==> config.mk <==
export PLATFORM = sky130hd
export DESIGN_NAME = booth_seq_mult
export DESIGN_NICKNAME = d
export VERILOG_FILES = /design/src/rtl/booth_pkg.sv /design/src/rtl/booth_recoder.sv /design/src/rtl/booth_seq_mult.sv
export SDC_FILE = /design/constraint.sdc
export NUM_CORES = 1
export LEC_CHECK = 0
export CAP_MARGIN = 20
export CELL_PAD_IN_SITES_DETAIL_PLACEMENT = 2
export CELL_PAD_IN_SITES_GLOBAL_PLACEMENT = 2
export CORE_MARGIN = 2
export CORE_UTILIZATION = 31
export CTS_CLUSTER_SIZE = 28
export DETAILED_ROUTE_END_ITERATION = 6
export GPL_ROUTABILITY_DRIVEN = 0
export PLACE_DENSITY_LB_ADDON = 0.05
export SLEW_MARGIN = 40
export SYNTH_ARGS = -nofsm -noshare
export SYNTH_HDL_FRONTEND = slang
export SYNTH_SLANG_ARGS = --single-unit
==> constraint.sdc <==
create_clock -name clk -period 3.55 [get_ports clk]
set_clock_uncertainty 0.05 [all_clocks]
set_input_delay 0.71 -clock clk [delete_from_list [all_inputs] [get_ports clk]]
set_output_delay 0.71 -clock clk [all_outputs]
set_load 0.01 [all_outputs]
==> src/rtl/booth_pkg.sv <==
// Shared types and build-time constants for the sequential Booth multiplier.
// Holds the FSM state enum, the Booth digit enum and the iteration helper.
// Build option: BOOTH_RADIX4_EN selects radix-4 recoding (two bits per step);
// when undefined the multiplier retires one bit per step (radix-2).
package booth_pkg;

    typedef enum logic [1:0] {
        IDLE = 2'd0,
        RUN  = 2'd1,
        DONE = 2'd2
    } state_e;

    // Signed Booth digit applied to the multiplicand in one step.
    typedef enum logic [2:0] {
        ZERO = 3'd0,
        P1   = 3'd1,
        P2   = 3'd2,
        M1   = 3'd3,
        M2   = 3'd4
    } digit_e;

`ifdef BOOTH_RADIX4_EN
    // Multiplier bits retired per step and recode window {Q[1], Q[0], q_prev}.
    localparam int SHIFT       = 2;
    localparam int RECODE_BITS = 3;
`else
    // One bit per step; recode window {Q[0], q_prev}.
    localparam int SHIFT       = 1;
    localparam int RECODE_BITS = 2;
`endif

    // Number of RUN cycles needed to consume a width-bit multiplier.
    function automatic int iter_count(input int width);
`ifdef BOOTH_RADIX4_EN
        return width / 2;
`else
        return width;
`endif
    endfunction

endpackage

==> src/rtl/booth_recoder.sv <==
// Combinational Booth recoder: maps the recode window to a digit and
// returns the matching addend (0, +-M, +-2M) at accumulator width.
// Ports: bits_i recode window, m_ext_i sign-extended multiplicand,
//        addend_o value added to the accumulator this step.
// Build option: BOOTH_RADIX4_EN widens the window to three bits.
module booth_recoder
    import booth_pkg::*;
#(
    parameter int WIDTH = 6
) (
    input  logic [RECODE_BITS-1:0] bits_i,
    input  logic [WIDTH+1:0]       m_ext_i,
    output logic [WIDTH+1:0]       addend_o
);

    digit_e dig;

    always_comb begin
        dig = ZERO;
`ifdef BOOTH_RADIX4_EN
        unique case (bits_i)
            3'b001,
            3'b010:  dig = P1;
            3'b011:  dig = P2;
            3'b100:  dig = M2;
            3'b101,
            3'b110:  dig = M1;
            default: dig = ZERO;
        endcase
`else
        unique case (bits_i)
            2'b01:   dig = P1;
            2'b10:   dig = M1;
            default: dig = ZERO;
        endcase
`endif
    end

    // Two guard bits in the accumulator keep -2M of the most negative
    // operand representable.
    always_comb begin
        addend_o = '0;
        unique case (dig)
            ZERO:    addend_o = '0;
            P1:      addend_o = m_ext_i;
            P2:      addend_o = m_ext_i << 1;
            M1:      addend_o = -m_ext_i;
            M2:      addend_o = -(m_ext_i << 1);
            default: addend_o = '0;
        endcase
    end

endmodule

==> src/rtl/booth_seq_mult.sv <==
// Multi-cycle signed Booth multiplier: one Booth digit per clock.
// Ports: clk, rst (sync, active-high); start with multiplicand/multiplier
//        operands; busy high in RUN; done one-cycle pulse; product 2*WIDTH.
// Build option: BOOTH_RADIX4_EN halves the iteration count (radix-4).
module booth_seq_mult
    import booth_pkg::*;
#(
    parameter int WIDTH = 6
) (
    input  logic                 clk,
    input  logic                 rst,
    input  logic                 start,
    input  logic [WIDTH-1:0]     multiplicand,
    input  logic [WIDTH-1:0]     multiplier,
    output logic                 busy,
    output logic                 done,
    output logic [2*WIDTH-1:0]   product
);

    localparam int ITER = iter_count(WIDTH);
    localparam int CW   = $clog2(ITER + 1);
    localparam int AW   = WIDTH + 2;
    localparam int RW   = AW + WIDTH + 1;

    localparam logic [CW-1:0] ITER_C = CW'(ITER);
    localparam logic [CW-1:0] ONE_C  = CW'(1);

    state_e             state_q, state_d;
    logic [AW-1:0]      acc_q, acc_d;
    logic [WIDTH-1:0]   q_q, q_d;
    logic [WIDTH-1:0]   m_q, m_d;
    logic               qp_q, qp_d;
    logic [CW-1:0]      cnt_q, cnt_d;
    logic [2*WIDTH-1:0] prod_q, prod_d;

    logic [AW-1:0]          m_ext;
    logic [AW-1:0]          addend;
    logic [AW-1:0]          sum;
    logic [RW-1:0]          shifted;
    logic [RECODE_BITS-1:0] rbits;

    assign m_ext = {{2{m_q[WIDTH-1]}}, m_q};
    assign rbits = {q_q[RECODE_BITS-2:0], qp_q};

    booth_recoder #(
        .WIDTH (WIDTH)
    ) u_recoder (
        .bits_i   (rbits),
        .m_ext_i  (m_ext),
        .addend_o (addend)
    );

    assign sum = acc_q + addend;

    // {acc, Q, q_prev} shifts as one signed register; the accumulator
    // sign fills from the top.
    assign shifted = $signed({sum, q_q, qp_q}) >>> SHIFT;

    always_comb begin
        state_d = state_q;
        acc_d   = acc_q;
        q_d     = q_q;
        qp_d    = qp_q;
        m_d     = m_q;
        cnt_d   = cnt_q;
        prod_d  = prod_q;
        unique case (state_q)
            IDLE, DONE: begin
                if (start) begin
                    state_d = RUN;
                    m_d     = multiplicand;
                    q_d     = multiplier;
                    acc_d   = '0;
                    qp_d    = 1'b0;
                    cnt_d   = ITER_C;
                end else begin
                    state_d = IDLE;
                end
            end
            RUN: begin
                acc_d = shifted[RW-1:WIDTH+1];
                q_d   = shifted[WIDTH:1];
                qp_d  = shifted[0];
                cnt_d = cnt_q - ONE_C;
                if (cnt_q == ONE_C) begin
                    state_d = DONE;
                    // Low 2*WIDTH bits of {acc, Q} after the final shift.
                    prod_d  = shifted[2*WIDTH:1];
                end
            end
            default: state_d = IDLE;
        endcase
    end

    always_ff @(posedge clk) begin
        if (rst) begin
            state_q <= IDLE;
            acc_q   <= '0;
            q_q     <= '0;
            qp_q    <= 1'b0;
            m_q     <= '0;
            cnt_q   <= '0;
            prod_q  <= '0;
        end else begin
            state_q <= state_d;
            acc_q   <= acc_d;
            q_q     <= q_d;
            qp_q    <= qp_d;
            m_q     <= m_d;
            cnt_q   <= cnt_d;
            prod_q  <= prod_d;
        end
    end

    assign busy    = (state_q == RUN);
    assign done    = (state_q == DONE);
    assign product = prod_q;

endmodule

==> impl_metrics.tcl, run 1 <==
set metrics [dict create \
    cts.clk_slew.worst_paths_ns 0.08 \
    overflow 0 \
    drt_iter0_markers 42 \
    p_leak_nw 0.931 \
    drc_errors 0 \
    grt_usage_pct 17.7 \
    viasPerCell 5.33 \
    clk_latency_ns 0.29 \
    grt_setup_unrepaired "no" \
    drt-pass1-iter-count 4 \
    finish.net_count 304 \
    critPathMaxStageDelay_ns 0.51 \
    r2r_setup_slack_ns 0.40 \
    drive_gt1_share_pct 6.88 \
    portBuffers 28 \
    final_cell_mix "nand2_1 (50), dfxtp_1 (37), a21oi_1 (29)" \
    reg2regPathDepth 12 \
    hpwlAfterDp_um 4270 \
    tightest_slew_ns 0.686 \
    path_depth 12 \
    endpoint "acc_q[6]" \
    worstSetupEndpointType "flop" \
    synth_fp_nets 279 \
    tritoncts "done" \
    first_global_vias 2062 \
    period_share_pct 88.6 \
    crit_family "simple AND/OR/NAND/NOR gates" \
    relSlewSlack_pct 54.3 \
    yosys_warnings 0 \
    cp.required_ns 3.68 \
    cts_sinks 37 \
    irDropWorstVdd_uv 184 \
    vias 1880 \
    syn_area_mm2 0.00197 \
    ctsResizeCount 0 \
    synth_seq_cells 37 \
    grt_antenna_before_repair 0 \
    netlist.top_cell.by_area "dfxtp_1" \
    core_mm2 0.00624 \
    wl_met3_um 188 \
    die_h_um 83.7 \
    cts-hold-fix-buffers 0 \
    hold_slack_ns 0.413 \
    drv_cap 0 \
    fmax_ghz 0.318 \
    numCtsBuffers 5 \
    slew_violations 0 \
    top_layer "met4" \
    wl_met2_um 2810 \
    p_per_area_mw_per_mm2 404 \
    wl_um 5760 \
    rr_endpoint "acc_q[6]" \
    status "finished clean" \
    final_util_pct 38.8 \
    dieArea_mm2 0.00700 \
    wl_met1_um 2720 \
    synth_top_area_share_pct 37.7 \
    post-cts-setup-buffers 0 \
    period_needed_ns 3.15 \
    fin_setup_tns_ns 0 \
    start_util_pct 31.5 \
    synth_area_leaders "dfxtp_1 (38%), nand2_1 (9.5%), ha_1 (8.3%)" \
    postRouteAntennaNets 0 \
    synth_cell_types 36 \
    root_buffer "clkbuf_8" \
    worstSetupStartpointType "flop" \
    rows 29 \
    diodes 0 \
    crit_type "flop to flop" \
    hold_viol_final 0 \
    synthCells 250 \
    path_max_fanout 9 \
    route.detailed.wl_per_inst_um 16.3 \
    setup_viol 0 \
    crit_chain "inv_1, ha_1, nand3_1, o21ai_0, nand2_1, a21oi_1, ha_1, nor2_1, o21ai_0, nand2_1, mux2_2, or4_1" \
    cp.arrival_ns 3.27 \
    final_common_cell "nand2_1" \
    hold_class "flop to flop" \
    path_buf_inv 1 \
    reg2reg_from "q_q[0]" \
    clockBufferDepth 2 \
    cp_slowest_cell "or4_1" \
    grt_pass1_wl_um 9980 \
    avgSynthCellArea_um2 7.87 \
    io_pins 29 \
    grt_start_max_net_pins 44 \
    seq_area_frac_synth_pct 37.7 \
    startpoint "q_q[0]" \
    die_w_um 83.7 \
    area_growth_pct 23.0 \
    cts_max_level 2 \
]
==> worst min path at each step <==
| stage | startpoint | to | slack, ns | cells after the start |
|---|---|---|---|---|
| detailed placement | product[0] | product[0] | 0.40 | 2 |
| finish | product[0] | product[0] | 0.41 | 2 |
| floorplan | q_q[1] | product[0] | 0.40 | 2 |
| CTS | product[0] | product[0] | 0.42 | 2 |
| global placement | product[4] | product[4] | 0.40 | 2 |
| global route | product[2] | product[2] | 0.43 | 2 |
==> cell type report <==
class	count	area (µm²)
multi-input cells	188	1120
clock buffers	5	68.8
fillers	728	3820
flip-flops and latches	37	741
repair buffers	32	310
clock inverters	3	43.8
inverters	11	41.3
well taps	77	96.3
==> worst min-delay path, delay by kind of cell (launching register included) <==
| kind | cells | cell delay, ns |
|---|---|---|
| DFF | 1 | 0.32 |
| and+or+nand+nor | 1 | 0.05 |
| AOI/OAI and AO/OA | 1 | 0.05 |
==> where the power goes <==
group / internal, mW / switching (mW) / leakage [nW] / total, mW
clock: 0.211 / 0.170 / 0.0585 / 0.381
combinational: 0.0581 / 0.0866 / 0.571 / 0.145
sequential: 0.433 / 0.0175 / 0.301 / 0.451
==> synth_stat cells <==
| master | count |
|---|---|
| and3_2 | 1 |
| inv_1 | 11 |
| nand2b_2 | 1 |
| a31o_2 | 1 |
| a221oi_2 | 1 |
| nand3_1 | 3 |
| nand4b_1 | 5 |
| dfxtp_1 | 37 |
| clkbuf_8 | 1 |
| mux2_2 | 1 |
| fa_1 | 1 |
| o211ai_1 | 1 |
| nor2b_1 | 3 |
| a221oi_1 | 1 |
| xor2_1 | 4 |
| a311oi_1 | 6 |
| o2111ai_1 | 1 |
| nand2b_1 | 3 |
| a211oi_1 | 2 |
| o31ai_1 | 2 |
| a22oi_1 | 6 |
| a21oi_1 | 29 |
| or4_1 | 3 |
| xnor2_1 | 1 |
| nand2_1 | 50 |
| or2_2 | 1 |
| nor3_1 | 5 |
| o21bai_1 | 1 |
| a21o_1 | 3 |
| nand3b_1 | 2 |
| buf_6 | 1 |
| nor2_1 | 29 |
| nor4b_1 | 2 |
| ha_1 | 13 |
| clkbuf_1 | 12 |
| o21ai_0 | 6 |
==> registers in the layout (all words and copies together) (netlist names) <==
name / flops
product: 12
acc_q: 7
m_q: 6
q_q: 6
cnt_q: 3
state_q: 2
qp_q: 1
==> metrics by stage <==
stage                     std cells  area (µm²)  total power, mW  setup slack [ns]
after floorplan                 250        1970            0.551             0.798
after global placement          345        2300            0.603             0.481
after detailed placement        345        2300            0.607             0.391
after CTS                       353        2420            0.989             0.382
after global routing            353        2420             1.03             0.233
final                           353        2420            0.976             0.405
==> logic make-up after synthesis <==
| group | Yosys count | share of synthesized area [%] |
|---|---|---|
| xor gates and xnor gates | 5 | 2.23 |
| and+or+nand+nor | 108 | 25.2 |
| muxes | 1 | 0.572 |
| DFF | 37 | 37.7 |
| adders and majority gates | 14 | 9.29 |
| AOI/OAI and AO/OA | 60 | 19.4 |
| buffers and inverters | 25 | 5.66 |
==> layer usage <==
metal  vias to the layer above  global-route usage [%]
li1                        912                       -
met1                       939                    22.9
met2                        25                    30.3
met3                         4                    3.26
met4                         0                    4.40
met5                         -                       0
(Power assumes the default switching activity.)
==> inputs of run 2 (changes only) <==
SLEW_MARGIN = 30   (was 40)
==> run 2 against run 1 <==
  * Non-clock buffer count unchanged
  * Combinational power about the same
  * Wire length about the same
  * Sequential share of layout area about the same
  * Critical endpoint unchanged
  * Largest cell class unchanged
  * Highest routed layer unchanged
==> impl_metrics.tcl, run 2 (same netlist as run 1, synthesis figures left out) <==
set metrics [dict create \
    final_util_pct 38.7 \
    grt_start_max_net_pins 44 \
    placed_cell_area_mm2 0.00230 \
    hold_slack_ns 0.413 \
    fin_setup_tns_ns 0 \
    final_common_cell "nand2_1" \
    crit_family "simple AND/OR/NAND/NOR gates" \
    numCtsBuffers 5 \
    dieArea_mm2 0.00700 \
    cts_max_level 2 \
    worstSetupEndpointType "flop" \
    irDropWorstVdd_uv 184 \
    die_h_um 83.7 \
    final_cell_mix "nand2_1 (50), dfxtp_1 (37), nor2_1 (29), a21oi_1 (29), clkdlybuf4s50_1 (28)" \
    grt_setup_unrepaired "no" \
    viasPerCell 5.34 \
    hpwlAfterDp_um 4270 \
    grt_usage_pct 17.7 \
    preCtsSetupSlack_ns 0.391 \
    critPathMaxStageDelay_ns 0.51 \
    die_w_um 83.7 \
    hp-start "product[0]" \
    portBuffers 28 \
    setup_slack_ns 0.399 \
    io_pins 29 \
    vias 1884 \
    crit_chain "inv_1, ha_1, nand3_1, o21ai_0, nand2_1, a21oi_1, ha_1, nor2_1, o21ai_0, nand2_1, mux2_2, or4_1" \
    startpoint "q_q[0]" \
    first_global_vias 2062 \
    cts.clk_slew.worst_paths_ns 0.08 \
    finish.net_count 304 \
    diodes 0 \
    postRouteAntennaNets 0 \
    clk_latency_ns 0.29 \
    tightest_slew_ns 0.786 \
    hold_viol_final 0 \
    drc_errors 0 \
    tritoncts "done" \
    p_per_area_mw_per_mm2 404 \
    finalInstanceArea_mm2 0.00242 \
    status "finished clean" \
    crit_type "flop to flop" \
    largest_reg_flops 12 \
    cts-hold-fix-buffers 0 \
    grt_use_met1_pct 22.9 \
    busiest_layer "met2" \
    overflow 0 \
    power_mw 0.976 \
    ctsResizeCount 0 \
    drive_gt1_share_pct 6.52 \
    cp.required_ns 3.68 \
    cts_sinks 37 \
    core_mm2 0.00624 \
    period_needed_ns 3.15 \
    setup_viol 0 \
    slew_violations 0 \
    path_buf_inv 1 \
    drt_iter0_markers 40 \
    period_share_pct 88.8 \
    p_leak_nw 0.931 \
    grtUsageMet2_pct 30.3 \
    cp.arrival_ns 3.28 \
    post-cts-setup-buffers 0 \
    reg2reg_from "q_q[0]" \
    drv_cap 0 \
    fmax_ghz 0.317 \
    relSlewSlack_pct 47.4 \
    wl_um 5760 \
    clockBufferDepth 2 \
    cp_slowest_cell "or4_1" \
    route.detailed.wl_per_inst_um 16.3 \
    dp.cells 345 \
    grt_antenna_before_repair 0 \
    gr-usage-met3_pct 3.26 \
    drt-pass1-iter-count 4 \
    root_buffer "clkbuf_8" \
    grt_pass1_wl_um 9980 \
    hold_class "flop to flop" \
    area_growth_pct 22.8 \
    stdcell_count 353 \
    rows 29 \
    worstSetupStartpointType "flop" \
    start_util_pct 31.5 \
    path_max_fanout 9 \
]
==> run 2: cell counts in the layout (fill, tap and decap cells not counted) <==
No cell type changed its count.
==> run 2: routing by layer <==
layer	vias to the layer above	wire, µm
met4	0	45
met1	943	2720
li1	912	-
met2	25	2810
met5	-	0
met3	4	187
==> run 2: layout make-up <==
cell class / instances / area (µm²)
inverter: 11 / 41.3
timing repair buffer: 32 / 310
clock buffer: 5 / 68.8
sequential: 37 / 741
multi-input combinational: 188 / 1110
tap: 77 / 96.3
fill: 729 / 3820
clock inverter: 3 / 43.8
==> run 2: worst paths after layout <==
check / to / slack, ns / depth (start not counted)
min: product[0] / 0.41 / 2
max reg2reg: acc_q[6] / 0.40 / 12
max: acc_q[6] / 0.40 / 12
min reg2reg: product[0] / 0.41 / 2
==> run 2: power by group <==
group	internal [mW]	switching (mW)	leakage, nW
clock	0.211	0.170	0.0585
sequential	0.433	0.0175	0.301
combinational	0.0580	0.0863	0.571
==> run 2: tightest hold or removal path, cell delays in order, from the launching register on <==
cell     delay, ns
dfxtp_1       0.32
nand2_1       0.05
a21oi_1       0.05
==> inputs of run 3 (changes only) <==
CORE_MARGIN = 4   (was 2)
==> run 3 against run 2 <==
  * Total power is 0.53% higher
  * Highest routed layer unchanged
  * Largest cell class unchanged
  * Core utilization is 1.5 points higher
  * Critical path depth stayed put
==> impl_metrics.tcl, run 3 (same netlist as run 1, synthesis figures left out) <==
set metrics [dict create \
    fmax_ghz 0.326 \
    core_mm2 0.00603 \
    power_mw 0.981 \
    dieArea_mm2 0.00768 \
    slew_violations 0 \
    first_global_vias 1996 \
    largest_reg_flops 12 \
    ctsResizeCount 0 \
    drv_cap 0 \
    io_pins 29 \
    overflow 0 \
    cp.arrival_ns 3.18 \
    die_w_um 87.7 \
    drt-pass1-iter-count 4 \
    tightest_slew_ns 0.737 \
    clkPwrFrac_pct 39.3 \
    seqPwrFrac_pct 45.9 \
    p_per_area_mw_per_mm2 404 \
    final_cell_mix "nand2_1 (50), dfxtp_1 (37), nor2_1 (29), a21oi_1 (29), clkdlybuf4s50_1 (28)" \
    path_max_fanout 9 \
    multi_input_area_mm2 0.00111 \
    nFillCells 699 \
    regArea_um2 741 \
    wl_um 5800 \
    min_to "product[6]" \
    rr_endpoint "acc_q[6]" \
    area_growth_pct 23.3 \
    clk_latency_ns 0.29 \
    portBuffers 28 \
    p_comb_share_pct 14.8 \
    grt_antenna_before_repair 0 \
    postRouteAntennaNets 0 \
    numCtsBuffers 5 \
    cts.clk_slew.worst_paths_ns 0.08 \
    relSlewSlack_pct 50.9 \
    r2r_setup_slack_ns 0.48 \
    reg2reg_from "q_q[0]" \
    p_sw_share_pct 26.5 \
    placed_cell_area_mm2 0.00231 \
    cp.required_ns 3.67 \
    drc_errors 0 \
    drt_iter0_markers 38 \
    grt_start_max_net_pins 22 \
    die_h_um 87.7 \
    start_util_pct 32.6 \
    clockBufferDepth 2 \
    setup_viol 0 \
    vias 1818 \
    route.detailed.wl_per_inst_um 16.5 \
    grt_usage_pct 16.2 \
    cts_sinks 37 \
    rows 28 \
    holdPathStages 2 \
    worstSetupEndpointType "flop" \
    fin_setup_tns_ns 0 \
    cts_max_level 2 \
    irDropWorstVdd_uv 186 \
    cts-hold-fix-buffers 0 \
    period_needed_ns 3.07 \
    final_common_cell "nand2_1" \
    diodes 0 \
    drive_gt1_share_pct 6.50 \
    setup_slack_ns 0.483 \
    tritoncts "done" \
    p_leak_nw 0.936 \
    reg2regPathDepth 12 \
    finalInstanceArea_mm2 0.00242 \
    grt_pass1_wl_um 9680 \
    period_share_pct 86.4 \
    hp-start "product[6]" \
    viasPerCell 5.16 \
    status "finished clean" \
    grt_setup_unrepaired "no" \
    crit_type "flop to flop" \
    hold_viol_final 0 \
    post-cts-setup-buffers 0 \
    hpwlAfterDp_um 4410 \
    finish.net_count 305 \
    root_buffer "clkbuf_8" \
    worstSetupStartpointType "flop" \
    p_sw_mw 0.260 \
    preCtsSetupSlack_ns 0.467 \
    p_int_mw 0.721 \
    hold_class "flop to flop" \
]
[run 3: cell types whose count changed in the layout (fill, tap and decap cells not counted)]
| cell | previous run | this run |
|---|---|---|
| clkbuf_1 | 0 | 1 |
| clkbuf_8 | 5 | 6 |
| clkinv_2 | 1 | 0 |
| inv_6 | 1 | 0 |
| buf_4 | 4 | 5 |
[run 3: final cells by class]
type	count	share of cell area [%]
well taps	75	3.87
inverters	11	1.70
clock inverters	1	1.24
clock buffers	7	3.56
multi-input cells	188	46.0
repair buffers	33	13.1
flip-flops and latches	37	30.5
[run 3: worst max path at each step]
stage	startpoint	endpoint	slack, ns	cells past startpoint
floorplan	q_q[0]	acc_q[6]	0.80	10
global placement	q_q[0]	acc_q[6]	0.52	12
detailed placement	q_q[0]	acc_q[6]	0.47	11
CTS	q_q[0]	acc_q[6]	0.44	12
global route	q_q[0]	acc_q[6]	0.23	12
finish	q_q[0]	acc_q[6]	0.48	12
[run 3: power groups by stage]
stage	Combinational (mW)	Clock (mW)	Sequential (mW)
after CTS	0.149	0.403	0.451
after floorplan	0.0958	0	0.455
after detailed placement	0.148	0	0.460
after global placement	0.143	0	0.459
after global routing	0.165	0.414	0.453
final	0.145	0.385	0.450
[run 3: routing by layer]
| layer | track usage (%) | routed length (µm) | part of all wire [%] | vias to the layer above |
|---|---|---|---|---|
| met5 | 0 | 0 | 0 | - |
| met4 | 4.60 | 63 | 1.1 | 0 |
| met3 | 3.01 | 126 | 2.2 | 6 |
| met2 | 28.2 | 2830 | 49 | 15 |
| met1 | 20.4 | 2780 | 48 | 881 |
| li1 | - | - | - | 916 |
[run 3: per-stage QoR]
| step | cells | util [%] | hold WS [ns] |
|---|---|---|---|
| 3_3_place_gp | 344 | 38.3 | 0.395 |
| 3_5_place_dp | 344 | 38.3 | 0.401 |
| 4_1_cts | 352 | 40.2 | 0.412 |
| 5_1_grt | 352 | 40.2 | 0.444 |
| 6_report | 352 | 40.2 | 0.410 |
| 2_1_floorplan | 250 | - | 0.395 |
[run 3: critical path, cell delays in order (launching register included)]
cell     delay, ns
dfxtp_1       0.41
inv_1         0.07
ha_1          0.47
nand3_1       0.12
o21ai_0       0.09
nand2_1       0.07
a21oi_1       0.18
ha_1          0.32
nor2_1        0.11
o21ai_0       0.09
nand2_1       0.12
mux2_2        0.33
or4_1         0.50
